**src/rtl/serial_comp_pkg.sv**
```systemverilog
// Shared types for the serial magnitude comparator.
//   state_t       : FSM states IDLE / RUN / DONE
//   result_t      : 2-bit running/final relation (EQ, GT, LT)
//   res_to_onehot : maps result_t to the one-hot {gt, eq, lt} output triple
package serial_comp_pkg;

    typedef enum logic [1:0] {
        IDLE = 2'b00,
        RUN  = 2'b01,
        DONE = 2'b10
    } state_t;

    typedef enum logic [1:0] {
        RES_EQ = 2'b00,
        RES_GT = 2'b01,
        RES_LT = 2'b10
    } result_t;

    // {gt, eq, lt}; any non-GT/LT code reads as equal
    function automatic logic [2:0] res_to_onehot(input result_t r);
        case (r)
            RES_GT:  return 3'b100;
            RES_LT:  return 3'b001;
            default: return 3'b010;
        endcase
    endfunction

endpackage

```
**src/rtl/slice_decode.sv**
```systemverilog
// Combinational decode of one 2-bit comparator slice result.
// Optional feature macro: ONEHOT_CHECK_EN
//   defined   : non-one-hot {gt,eq,lt} flags illegal and decodes as EQ
//   undefined : priority gt > lt > eq, all-zero decodes as EQ, illegal tied 0
// Ports:
//   in_gt, in_eq, in_lt : slice relation flags
//   res                 : decoded slice relation
//   illegal             : slice flags are not exactly one-hot (check builds only)
module slice_decode
    import serial_comp_pkg::*;
(
    input  logic    in_gt,
    input  logic    in_eq,
    input  logic    in_lt,
    output result_t res,
    output logic    illegal
);

`ifdef ONEHOT_CHECK_EN
    always_comb begin
        res     = RES_EQ;
        illegal = 1'b0;
        case ({in_gt, in_eq, in_lt})
            3'b100:  res = RES_GT;
            3'b010:  res = RES_EQ;
            3'b001:  res = RES_LT;
            default: illegal = 1'b1;
        endcase
    end
`else
    always_comb begin
        res     = RES_EQ;
        illegal = 1'b0;
        if (in_gt)
            res = RES_GT;
        else if (in_lt)
            res = RES_LT;
        else if (in_eq)
            res = RES_EQ;
        else
            res = RES_EQ;   // all-zero slice counts as equal
    end
`endif

endmodule

```
**src/rtl/serial_mag_comp.sv**
```systemverilog
// Serial magnitude comparator: consumes NUM_SLICES 2-bit slice results,
// MSB slice first, and presents one registered final relation per comparison.
// Optional feature macro: ONEHOT_CHECK_EN (one-hot legality check, sticky err).
// Ports:
//   clk, rst                 : clock, async active-high reset
//   start                    : begin a comparison (honoured in IDLE only)
//   in_valid/in_ready        : slice handshake; in_gt/in_eq/in_lt slice flags
//   out_valid/out_ready      : result handshake; out_gt/out_eq/out_lt result
//   busy                     : high in RUN and DONE
//   err                      : illegal slice seen in the current comparison
module serial_mag_comp
    import serial_comp_pkg::*;
#(
    parameter int unsigned NUM_SLICES = 4
) (
    input  logic clk,
    input  logic rst,
    input  logic start,
    input  logic in_valid,
    input  logic in_gt,
    input  logic in_eq,
    input  logic in_lt,
    output logic in_ready,
    output logic out_valid,
    input  logic out_ready,
    output logic out_gt,
    output logic out_eq,
    output logic out_lt,
    output logic busy,
    output logic err
);

    localparam int unsigned CNT_W = $clog2(NUM_SLICES + 1);

    state_t           state;
    logic [CNT_W-1:0] cnt;
    logic             decided;
    result_t          result;

    result_t          slice_res;
    logic             slice_illegal;
    logic             take;
    result_t          res_nxt;
    logic [CNT_W-1:0] cnt_nxt;

    slice_decode u_slice_decode (
        .in_gt   (in_gt),
        .in_eq   (in_eq),
        .in_lt   (in_lt),
        .res     (slice_res),
        .illegal (slice_illegal)
    );

    // First non-equal slice (MSB first) decides; later slices only advance the count
    always_comb begin
        take    = !decided && (slice_res != RES_EQ);
        res_nxt = take ? slice_res : result;
        cnt_nxt = cnt + CNT_W'(1);
    end

    // Control FSM with registered handshake and result outputs
    always_ff @(posedge clk or posedge rst) begin
        if (rst) begin
            state     <= IDLE;
            cnt       <= '0;
            decided   <= 1'b0;
            result    <= RES_EQ;
            in_ready  <= 1'b0;
            out_valid <= 1'b0;
            out_gt    <= 1'b0;
            out_eq    <= 1'b0;
            out_lt    <= 1'b0;
            busy      <= 1'b0;
            err       <= 1'b0;
        end else begin
            case (state)
                IDLE: begin
                    if (start) begin
                        state    <= RUN;
                        cnt      <= '0;
                        decided  <= 1'b0;
                        err      <= 1'b0;
                        result   <= RES_EQ;
                        in_ready <= 1'b1;
                        busy     <= 1'b1;
                    end
                end
                RUN: begin
                    if (in_valid && in_ready) begin
                        cnt     <= cnt_nxt;
                        result  <= res_nxt;
                        decided <= decided | take;
                        err     <= err | slice_illegal;
                        if (cnt_nxt == CNT_W'(NUM_SLICES)) begin
                            state     <= DONE;
                            in_ready  <= 1'b0;
                            out_valid <= 1'b1;
                            {out_gt, out_eq, out_lt} <= res_to_onehot(res_nxt);
                        end
                    end
                end
                DONE: begin
                    if (out_ready) begin
                        state     <= IDLE;
                        out_valid <= 1'b0;
                        out_gt    <= 1'b0;
                        out_eq    <= 1'b0;
                        out_lt    <= 1'b0;
                        busy      <= 1'b0;
                    end
                end
                default: state <= IDLE;
            endcase
        end
    end

endmodule

```
**config.mk**
```make
export PLATFORM = sky130hd
export DESIGN_NAME = serial_mag_comp
export DESIGN_NICKNAME = d
export VERILOG_FILES = /design/src/rtl/serial_comp_pkg.sv /design/src/rtl/slice_decode.sv /design/src/rtl/serial_mag_comp.sv
export SDC_FILE = /design/constraint.sdc
export NUM_CORES = 1
export LEC_CHECK = 0
export CORE_UTILIZATION = 49
export DETAILED_ROUTE_END_ITERATION = 8
export HOLD_SLACK_MARGIN = 0.02
export PLACE_DENSITY = 0.76
export SYNTH_ARGS = -nofsm -noshare
export SYNTH_HDL_FRONTEND = slang
export SYNTH_SLANG_ARGS = --single-unit
```
**constraint.sdc**
```tcl
create_clock -name clk -period 1.8 [get_ports clk]
set_input_delay 0.18 -clock clk [delete_from_list [all_inputs] [get_ports clk]]
set_output_delay 0.18 -clock clk [all_outputs]
set_load 0.05 [all_outputs]
```
# Yosys cells after proc, flatten, opt, wreduce, memory -nomap -nowiden

Cells that the tools add are included.
Widths: inputs -> output; s select.

Bits in registers: 14
Latch bits: 0
Bits in writable memories: 0
Memory bits (read-only): 0
Bits of input ports: 8
Output and inout bits: 7
Word-level logic and storage cells: 70
Memories kept: 0

Add/subtract/negate cells: 1
Multiply operators: 0
Divide/modulo/power cells: 0
Magnitude comparators: 0
Eq/ne operators: 9
Shifts and indexed selects: 0
Muxes and demuxes: 36
Bitwise logic cells: 1
Reductions and logical operators: 13

Operator list:

| kind                | number |
|---|---|
| $mux 2              | 9 |
| $mux 1              | 14 |
| $pmux 1 s2          | 7 |
| $pmux 3 s2          | 2 |
| $reduce_and 4->1    | 3 |
| $ne 2x2->1 const B  | 4 |
| $reduce_bool 2->1   | 4 |
| $mux 3              | 2 |
| $pmux 2 s3          | 1 |
| $reduce_and 3->1    | 2 |
| $eq 2x1->1 const B  | 2 |
| $eq 2x2->1 const B  | 2 |
| $pmux 2 s2          | 1 |
| $add 3x1->3 const B | 1 |
| $eq 3x3->1 const B  | 1 |
| $logic_and 1x1->1   | 2 |
| $logic_not 2->1     | 1 |
| $logic_not 1->1     | 1 |
| $or 1x1->1          | 1 |

# Longest topological paths before layout

Gate-level depths: netlist of the first run.

Word-level depth: 10
Mapped depth: 4
Gate-level depth less buffers: 4

# Hierarchy

From an unflattened synthesis of the first run, not the netlist that was laid out.

Cell total of the unflattened synthesis: 73
Area, all modules: 818.3 um2

By module, submodules not included:

| module          | times used | cells an instance | area an instance (um2) | sequential area each (um2) |
|---|---|---|---|---|
| serial_mag_comp | 1          | 69                | 785.8                  | 375.4 |
| slice_decode    | 1          | 4                 | 32.5                   | 0.0 |

# Worst setup path before layout of the first run

No wires, ideal clock.

Path type: reg-to-reg
Start: reg in_ready
End: reg out_eq
Library setup time: 0.094 ns
Arrival: 1.326 ns
Required time: 1.706 ns
Setup slack: 0.381 ns
Stages on the path, launching flop included: 4
Buffers on the path: 0
Period minus slack after synthesis: 1.419 ns
Cell sequence: dfrtp_1 and3_1 nand3_2 a221oi_2

Word-level cells in the longest chain between the ends: 3

RTL lines:

| element                           | line                  | text |
|---|---|---|
| from (decl)                       | serial_mag_comp.sv:23 | `output logic in_ready,` |
| from (signal assigned)            | serial_mag_comp.sv:68 | `in_ready <= 1'b0;` |
| from (signal assigned)            | serial_mag_comp.sv:84 | `in_ready <= 1'b1;` |
| from (signal assigned)            | serial_mag_comp.sv:96 | `in_ready <= 1'b0;` |
| $logic_and 1x1->1                 | serial_mag_comp.sv:89 | `if (in_valid && in_ready) begin` |
| $ne 2x2->1 (no source line)       | --                    |  |
| $reduce_and 4->1 (no source line) | --                    |  |
| to (signal assigned)              | serial_mag_comp.sv:98 | `{out_gt, out_eq, out_lt} <= res_to_onehot(res_nxt);` |
| to (decl)                         | serial_mag_comp.sv:27 | `output logic out_eq,` |

No other way between the ends.
A chain may end at the register's enable or synchronous reset.

# Worst setup path after layout of the first run

Start: reg in_ready
End: out in_ready

No word-level cell between the ends.

==> reports/results.md, run 1 <==
| Item | This run |
|:---|:---|
| Final number of setup-violating endpoints | 0 |
| FF-to-FF setup slack | 0.30 ns |
| Cells resized by post-CTS repair | 0 |
| Worst-path cell with the longest stage delay | sky130_fd_sc_hd__clkdlybuf4s50_1 |
| H-tree Lvls | 1 |
| Post-CTS clock slew at the launch and capture registers of the worst setup and hold paths | 0.09 ns |
| Relative slew margins | 0.651 |
| Port Buf Inserts | 12 |
| Crit path time final | 1.73 ns |
| Cell chain of the critical path | clkdlybuf4s50_1 |
| DRC viols | 0 |
| Average wire per cell in the routed design | 13.4 um |
| Register bank with the most flops | cnt |
| Gate count of the mapped netlist | 84 |
| CTS Buf Count | 3 |
| Biggest area contributors in the synthesized netlist | sky130_fd_sc_hd__dfrtp_1, sky130_fd_sc_hd__a21oi_1, sky130_fd_sc_hd__a221oi_2 |
| Worst-Skew Late Latency | 0.28 ns |
| Net total in the final layout | 109 |
| Area overhead of the layout relative to synthesis | 20.5% |
| # hold bufs at CTS | 0 |
| Power per cell area | 1660 nW/um2 |
| Number of diodes | 0 |
| Net Count, Synth | 94 |
| Max_cap viols | 0 |
| Number of antenna violations at the first check in global routing | 0 |
| Top flop regs | cnt (3), result (2), state (2) |
| Syn_area_per_cell | 9.50 um2 |
| Fill cell count | 127 |
| Largest fanout on the critical path | 7 |
| Worst R2R End | out_eq$_DFFE_PP0P_ |
| Launch instance of the worst register-to-register path | cnt[0]$_DFFE_PP0P_ |
| Final Wtd Congestion | 0.788 |
| Pin count of the biggest net entering global routing | 15 |
| Maximum clock insertion buffer count | 2 |
| FF+latch area | 350 um2 |
| Final-report max-slew violation count | 0 |
| Portion of the clock cycle consumed by the worst path in the final layout | 0.963 |
| TritonCTS clock tree | yes |
| Final hold violation count | 0 |
| Crit start category | register |
| Part of the Yosys area used for sequential elements | 0.439 |
| Worst hold-check path type | input port to async pin |
| First-pass GRT wire length | 2760 um |
| Num Clock Sinks | 14 |
| Data required time of the critical path | 1.62 ns |
| Global-route total usage across every layer | 0.204 |
| Family of cells with the greatest summed delay on the critical path | buffers and inverters |
| Final wirelength | 1530 um |
| Die area | 1790 um2 |
| Total of warnings raised by yosys | 0 |
| Total number of vias | 624 |
| Final HPWL from detailed placement | 1120 um |
| Post-synthesis register bit count | 14 |
| Number of global-route vias before repair | 645 |
| Path depth of the worst reg2reg path | 4 |
| Endpoint class of the critical path | output port |
| Count of buffers added by post-CTS timing repair for setup | 0 |
| Leak pwr | 0.430 nW |
| Area of the multi-input gates | 398 um2 |
| Max Clock Skew | 0.00614 ns |
| Final ANT Viol Nets | 0 |
| DR vias/cell | 5.47 |
| Share of layout cells above drive strength 1 | 0.112 |
| Result of the run | completed |
| Number of flip-flops in the largest register | 3 |
| Violation count after the first detailed-routing iteration | 10 |
| Highest clock frequency the design can meet | 577 MHz |
| Slew of the pin with the lowest slew margin | 0.523 ns |
| Y dimension of the die | 42.4 um |
| Number of I/O pins | 15 |
| Overall power of the completed layout | 1.60 mW |
| Unique cell type count in the Yosys netlist | 31 |
| Clk Tree Root Cell | sky130_fd_sc_hd__clkbuf_4 |
| Worst EP arrival | 1.55 ns |
| Initial core utilization | 0.530 |
| Share of the synthesized area in the top cell type | 0.439 |
| Length of the first detailed-routing pass in iterations | 4 |
| Std-Cell Core Area | 1510 um2 |
| Cell Area, Synth | 798 um2 |
| Row count | 14 |
| Largest stage delay, worst path | 0.84 ns |
| Setup repair after global routing missed its margin | no |
| Type of the worst setup path | register to output port |
| Aggregate global routing overflow | 0 |
| Cell taking the most area after synthesis | sky130_fd_sc_hd__dfrtp_1 |
| Final sum of negative setup slack | 0 ns |
| Width of the die | 42.4 um |
| Worst IR Drop VDD | 0.949 mV |
| Sum of buffers and inverters on the critical path | 1 |
## worst max path at each step
stage | slack [ns] | startpoint | depth (start not counted) | endpoint
floorplan | 0.38 | in_ready$_DFFE_PP0P_ | 3 | out_eq$_DFFE_PP0P_
global placement | 0.29 | in_valid | 4 | out_lt$_DFFE_PP0P_
detailed placement | 0.27 | in_valid | 4 | out_eq$_DFFE_PP0P_
CTS | 0.05 | in_ready$_DFFE_PP0P_ | 1 | in_ready
global route | 0.005 | in_ready$_DFFE_PP0P_ | 1 | in_ready
finish | 0.07 | in_ready$_DFFE_PP0P_ | 1 | in_ready
## cells in the final DEF, fill, tap and decap left out, drive strengths merged, types with 2 or more instances in the layout
cell	netlist	final
o21ai	7	7
ha	2	2
nor2	6	6
a22oi	2	2
clkdlybuf4s50	0	12
nand2b	2	2
clkbuf	0	4
a221oi	3	3
a21oi	9	9
nor2b	2	2
nand2	6	6
dfrtp	14	14
inv	10	10
and3	2	2
## where the power goes
part	switching, mW	internal (mW)	total [mW]
clock	0.111	0.123	0.234
combinational	0.460	0.319	0.779
sequential	0.148	0.440	0.588
## routing by layer
metal | track usage | vias up | part of all wire
met1 | 0.283 | 286 | 0.51
met3 | 0.0259 | 2 | 0.033
li1 | - | 321 | -
met4 | 0.0938 | 0 | 0.0039
met5 | 0 | - | 0
met2 | 0.317 | 15 | 0.45
## Yosys cell counts
master,number
sky130_fd_sc_hd__a21o_1,1
sky130_fd_sc_hd__inv_1,10
sky130_fd_sc_hd__mux2i_1,1
sky130_fd_sc_hd__nor3_1,1
sky130_fd_sc_hd__a221oi_2,3
sky130_fd_sc_hd__a211o_1,1
sky130_fd_sc_hd__conb_1,1
sky130_fd_sc_hd__xor2_2,1
sky130_fd_sc_hd__dfrtp_1,14
sky130_fd_sc_hd__nor3b_2,1
sky130_fd_sc_hd__and4b_1,1
sky130_fd_sc_hd__ha_1,2
sky130_fd_sc_hd__buf_2,1
sky130_fd_sc_hd__o2bb2ai_1,1
sky130_fd_sc_hd__xnor2_1,1
sky130_fd_sc_hd__nand3_2,1
sky130_fd_sc_hd__o21ai_0,7
sky130_fd_sc_hd__nand2b_1,2
sky130_fd_sc_hd__a21oi_1,9
sky130_fd_sc_hd__a31o_2,1
sky130_fd_sc_hd__nand2_1,6
sky130_fd_sc_hd__nor2b_1,2
sky130_fd_sc_hd__nand4b_1,1
sky130_fd_sc_hd__a22oi_1,2
sky130_fd_sc_hd__and3_1,2
sky130_fd_sc_hd__buf_4,1
sky130_fd_sc_hd__nor2_1,6
sky130_fd_sc_hd__and3b_1,1
sky130_fd_sc_hd__a31oi_1,1
sky130_fd_sc_hd__o21bai_1,1
sky130_fd_sc_hd__o31a_1,1
## layout make-up
class                           instances  area share
Timing Repair Buffer                   12       0.125
Tap cell                               16      0.0208
Multi-Input combinational cell         58       0.414
Sequential cell                        14       0.364
Clock buffer                            4      0.0377
Inverter                               10      0.0390
## metrics by stage
| stage | std cells | setup slack (ns) | util | hold slack, ns | cell area, um2 |
|---|---|---|---|---|---|
| after floorplan | 84 | 0.381 | - | 0.0692 | 798 |
| after global placement | 110 | 0.295 | 0.615 | 0.523 | 926 |
| after detailed placement | 110 | 0.271 | 0.615 | 0.525 | 926 |
| after CTS | 114 | 0.0505 | 0.639 | 0.234 | 962 |
| after global routing | 114 | 0.00460 | 0.639 | 0.302 | 962 |
| final | 114 | 0.0664 | 0.639 | 0.217 | 962 |
## logic make-up after synthesis
family,after synthesis,share of synthesized area
other,1,0.00470
DFF,14,0.439
muxes,1,0.0125
AOI/OAI and AO/OA,28,0.246
adders and majority gates,2,0.0313
xor gates and xnor gates,2,0.0314
and+or+nand+nor,24,0.172
buffers and inverters,12,0.0627
Power figures use the tool's default switching activity.
==> run 2, diff against run 1 <==
--- a/config.mk
+++ b/config.mk
@@ -5,10 +5,10 @@
 export SDC_FILE = /design/constraint.sdc
 export NUM_CORES = 1
 export LEC_CHECK = 0
-export CORE_UTILIZATION = 49
+export CORE_UTILIZATION = 53
 export DETAILED_ROUTE_END_ITERATION = 8
 export HOLD_SLACK_MARGIN = 0.02
-export PLACE_DENSITY = 0.76
+export PLACE_DENSITY = 0.81
 export SYNTH_ARGS = -nofsm -noshare
 export SYNTH_HDL_FRONTEND = slang
 export SYNTH_SLANG_ARGS = --single-unit
==> constraint.sdc (replaced) <==
create_clock -name clk -period 2.2 [get_ports clk]
set_input_delay 0.22 -clock clk [delete_from_list [all_inputs] [get_ports clk]]
set_output_delay 0.22 -clock clk [all_outputs]
set_load 0.05 [all_outputs]
==> run 2 against run 1 <==
Critical endpoint unchanged. Clock skew is 0.0028 ns lower. Design area fell by 0.13%. Combinational power shrank 18%. Die area is 7.2% lower. Global-route usage increased by 3.3 points. Utilization rose by 7.3 points. Sequential share of layout area about the same. Sequential power decreased by 19%. Non-clock buffer count stayed put. Worst hold slack improved by 0.044 ns. Worst setup slack better by 0.34 ns. First-iteration DRC count up 50%.
==> reports/results.md, run 2 (synthesis results as in run 1) <==
| Item | This run | Delta |
|:---|:---|:---|
| Overall power of the completed layout | 1.31 mW | -18% |
| Final Wtd Congestion | 0.826 | +4.9% |
| Launch instance of the worst register-to-register path | cnt[0]$_DFFE_PP0P_ |  |
| Length of the first detailed-routing pass in iterations | 4 | unchanged |
| Slew of the pin with the lowest slew margin | 0.520 ns | -0.00273 ns |
| Row count | 13 | -1 |
| Setup Slack @ Placement | 0.623 ns | +0.351 ns |
| DRC viols | 0 | unchanged |
| Count of buffers added by post-CTS timing repair for setup | 0 | unchanged |
| Worst EP arrival | 1.57 ns | +0.02 ns |
| Data required time of the critical path | 1.98 ns | +0.36 ns |
| Final-report max-slew violation count | 0 | unchanged |
| Final HPWL from detailed placement | 1150 um | +2.9% |
| Most crowded layer after global routing | met2 |  |
| Violation count after the first detailed-routing iteration | 15 | +5 |
| Family of cells with the greatest summed delay on the critical path | buffers and inverters |  |
| Die area | 1670 um2 | -7.2% |
| Worst-Skew Late Latency | 0.29 ns | about the same |
| Num Clock Sinks | 14 | unchanged |
| Fin worst setup slack | 0.406 ns | +0.339 ns |
| Final sum of negative setup slack | 0 ns | unchanged |
| # hold bufs at CTS | 0 | unchanged |
| FF-to-FF setup slack | 0.70 ns | +0.40 ns |
| Cells resized by post-CTS repair | 0 | unchanged |
| Sum of buffers and inverters on the critical path | 1 | unchanged |
| Largest fanout on the critical path | 7 | unchanged |
| Result of the run | completed |  |
| Crit start category | register |  |
| Path depth of the worst reg2reg path | 4 | unchanged |
| Top flop regs | cnt (3), result (2), state (2) |  |
| Net total in the final layout | 109 | unchanged |
| DR vias/cell | 5.64 | +3.0% |
| Number of antenna violations at the first check in global routing | 0 | unchanged |
| Max Clock Skew | 0.00330 ns | -0.00284 ns |
| Worst-path cell with the longest stage delay | sky130_fd_sc_hd__clkdlybuf4s50_1 |  |
| Endpoint class of the critical path | output port |  |
| Max_cap viols | 0 | unchanged |
| Clk Tree Root Cell | sky130_fd_sc_hd__clkbuf_4 |  |
| Post-CTS clock slew at the launch and capture registers of the worst setup and hold paths | 0.09 ns | about the same |
| Worst hold-check path type | input port to async pin |  |
| Width of the die | 40.8 um | -3.7% |
| Maximum clock insertion buffer count | 2 | unchanged |
| Highest clock frequency the design can meet | 557 MHz |  |
| Most frequent cells in the layout | sky130_fd_sc_hd__dfrtp_1, sky130_fd_sc_hd__clkdlybuf4s50_1, sky130_fd_sc_hd__inv_1 |  |
| Global-route met3 utilization | 0.0815 | +0.0557 |
| First-pass GRT wire length | 2440 um | -12% |
| Global-route total usage across every layer | 0.237 | +0.0329 |
| Most common cell after layout, fill and taps aside | sky130_fd_sc_hd__dfrtp_1 |  |
| Total number of vias | 637 | +2.1% |
| Cell chain of the critical path | clkdlybuf4s50_1 |  |
| Number of global-route vias before repair | 550 | -15% |
| Number of diodes | 0 | unchanged |
| Final ANT Viol Nets | 0 | unchanged |
| Setup repair after global routing missed its margin | no |  |
| Area overhead of the layout relative to synthesis | 20.4% |  |
| Leak pwr | 0.430 nW | unchanged |
| Met2 Use GR | 0.336 | +0.0190 |
| Y dimension of the die | 40.8 um | -3.7% |
| Number of I/O pins | 15 | unchanged |
| Std-Cell Core Area | 1350 um2 | -10% |
| Final number of setup-violating endpoints | 0 | unchanged |
| Crit path time final | 1.79 ns |  |
| Power per cell area | 1360 nW/um2 | -18% |
| Largest stage delay, worst path | 0.84 ns | about the same |
| Relative slew margins | 0.653 | +0.00182 |
| Number of flip-flops in the largest register | 3 | unchanged |
| Type of the worst setup path | register to output port |  |
| Worst R2R End | out_eq$_DFFE_PP0P_ |  |
| Aggregate global routing overflow | 0 | unchanged |
| H-tree Lvls | 1 | unchanged |
| CTS Buf Count | 3 | unchanged |
| Register bank with the most flops | cnt |  |
| Final wirelength | 1550 um | +1.1% |
| Initial core utilization | 0.591 | +0.0614 |
| Worst IR Drop VDD | 0.768 mV | -19% |
| Portion of the clock cycle consumed by the worst path in the final layout | 0.816 |  |
| Port Buf Inserts | 12 | unchanged |
| Average wire per cell in the routed design | 13.7 um | +2.0% |
| Pin count of the biggest net entering global routing | 15 | unchanged |
| Final hold violation count | 0 | unchanged |
| TritonCTS clock tree | yes |  |
| GR Layer Usage met1 | 0.303 | +0.0202 |
| Share of layout cells above drive strength 1 | 0.112 | unchanged |
run 2: final cells by class:
class	instances	area, um2
Multi-Input combinational cell	58	398
Fill cell	116	389
Sequential cell	14	350
Timing Repair Buffer	12	120
Inverter	10	37.5
Clock buffer	4	36.3
Tap cell	15	18.8
run 2: how the worst max path moves through the flow:
| stage | start | cells past startpoint | end |
|---|---|---|---|
| 4_1_cts | in_ready$_DFFE_PP0P_ | 1 | in_ready |
| 3_5_place_dp | in_valid | 4 | out_lt$_DFFE_PP0P_ |
| 5_1_grt | in_ready$_DFFE_PP0P_ | 1 | in_ready |
| 2_1_floorplan | in_ready$_DFFE_PP0P_ | 3 | out_eq$_DFFE_PP0P_ |
| 6_report | in_ready$_DFFE_PP0P_ | 1 | in_ready |
| 3_3_place_gp | in_valid | 4 | out_lt$_DFFE_PP0P_ |
run 2: metal layers:
metal	vias up	wire (um)	share of wire
met5	-	0	0
met4	0	36	0.023
met3	5	75	0.049
met2	15	668	0.43
met1	293	765	0.50
li1	324	-	-
run 2: power by group:
group | internal [mW] | switching, mW | total, mW | leakage [nW]
combinational | 0.261 | 0.376 | 0.637 | 0.241
clock | 0.101 | 0.0907 | 0.192 | 0.0210
sequential | 0.360 | 0.119 | 0.479 | 0.168
total | 0.722 | 0.586 | 1.31 | 0.430
run 2: through the flow:
step	instance area (um2)	hold WS, ns	util	cells
4_1_cts	961	0.282	0.712	113
3_5_place_dp	925	0.533	0.685	109
6_report	961	0.262	0.712	113
2_1_floorplan	798	0.109	-	84
3_3_place_gp	925	0.520	0.685	109
5_1_grt	961	0.343	0.712	113
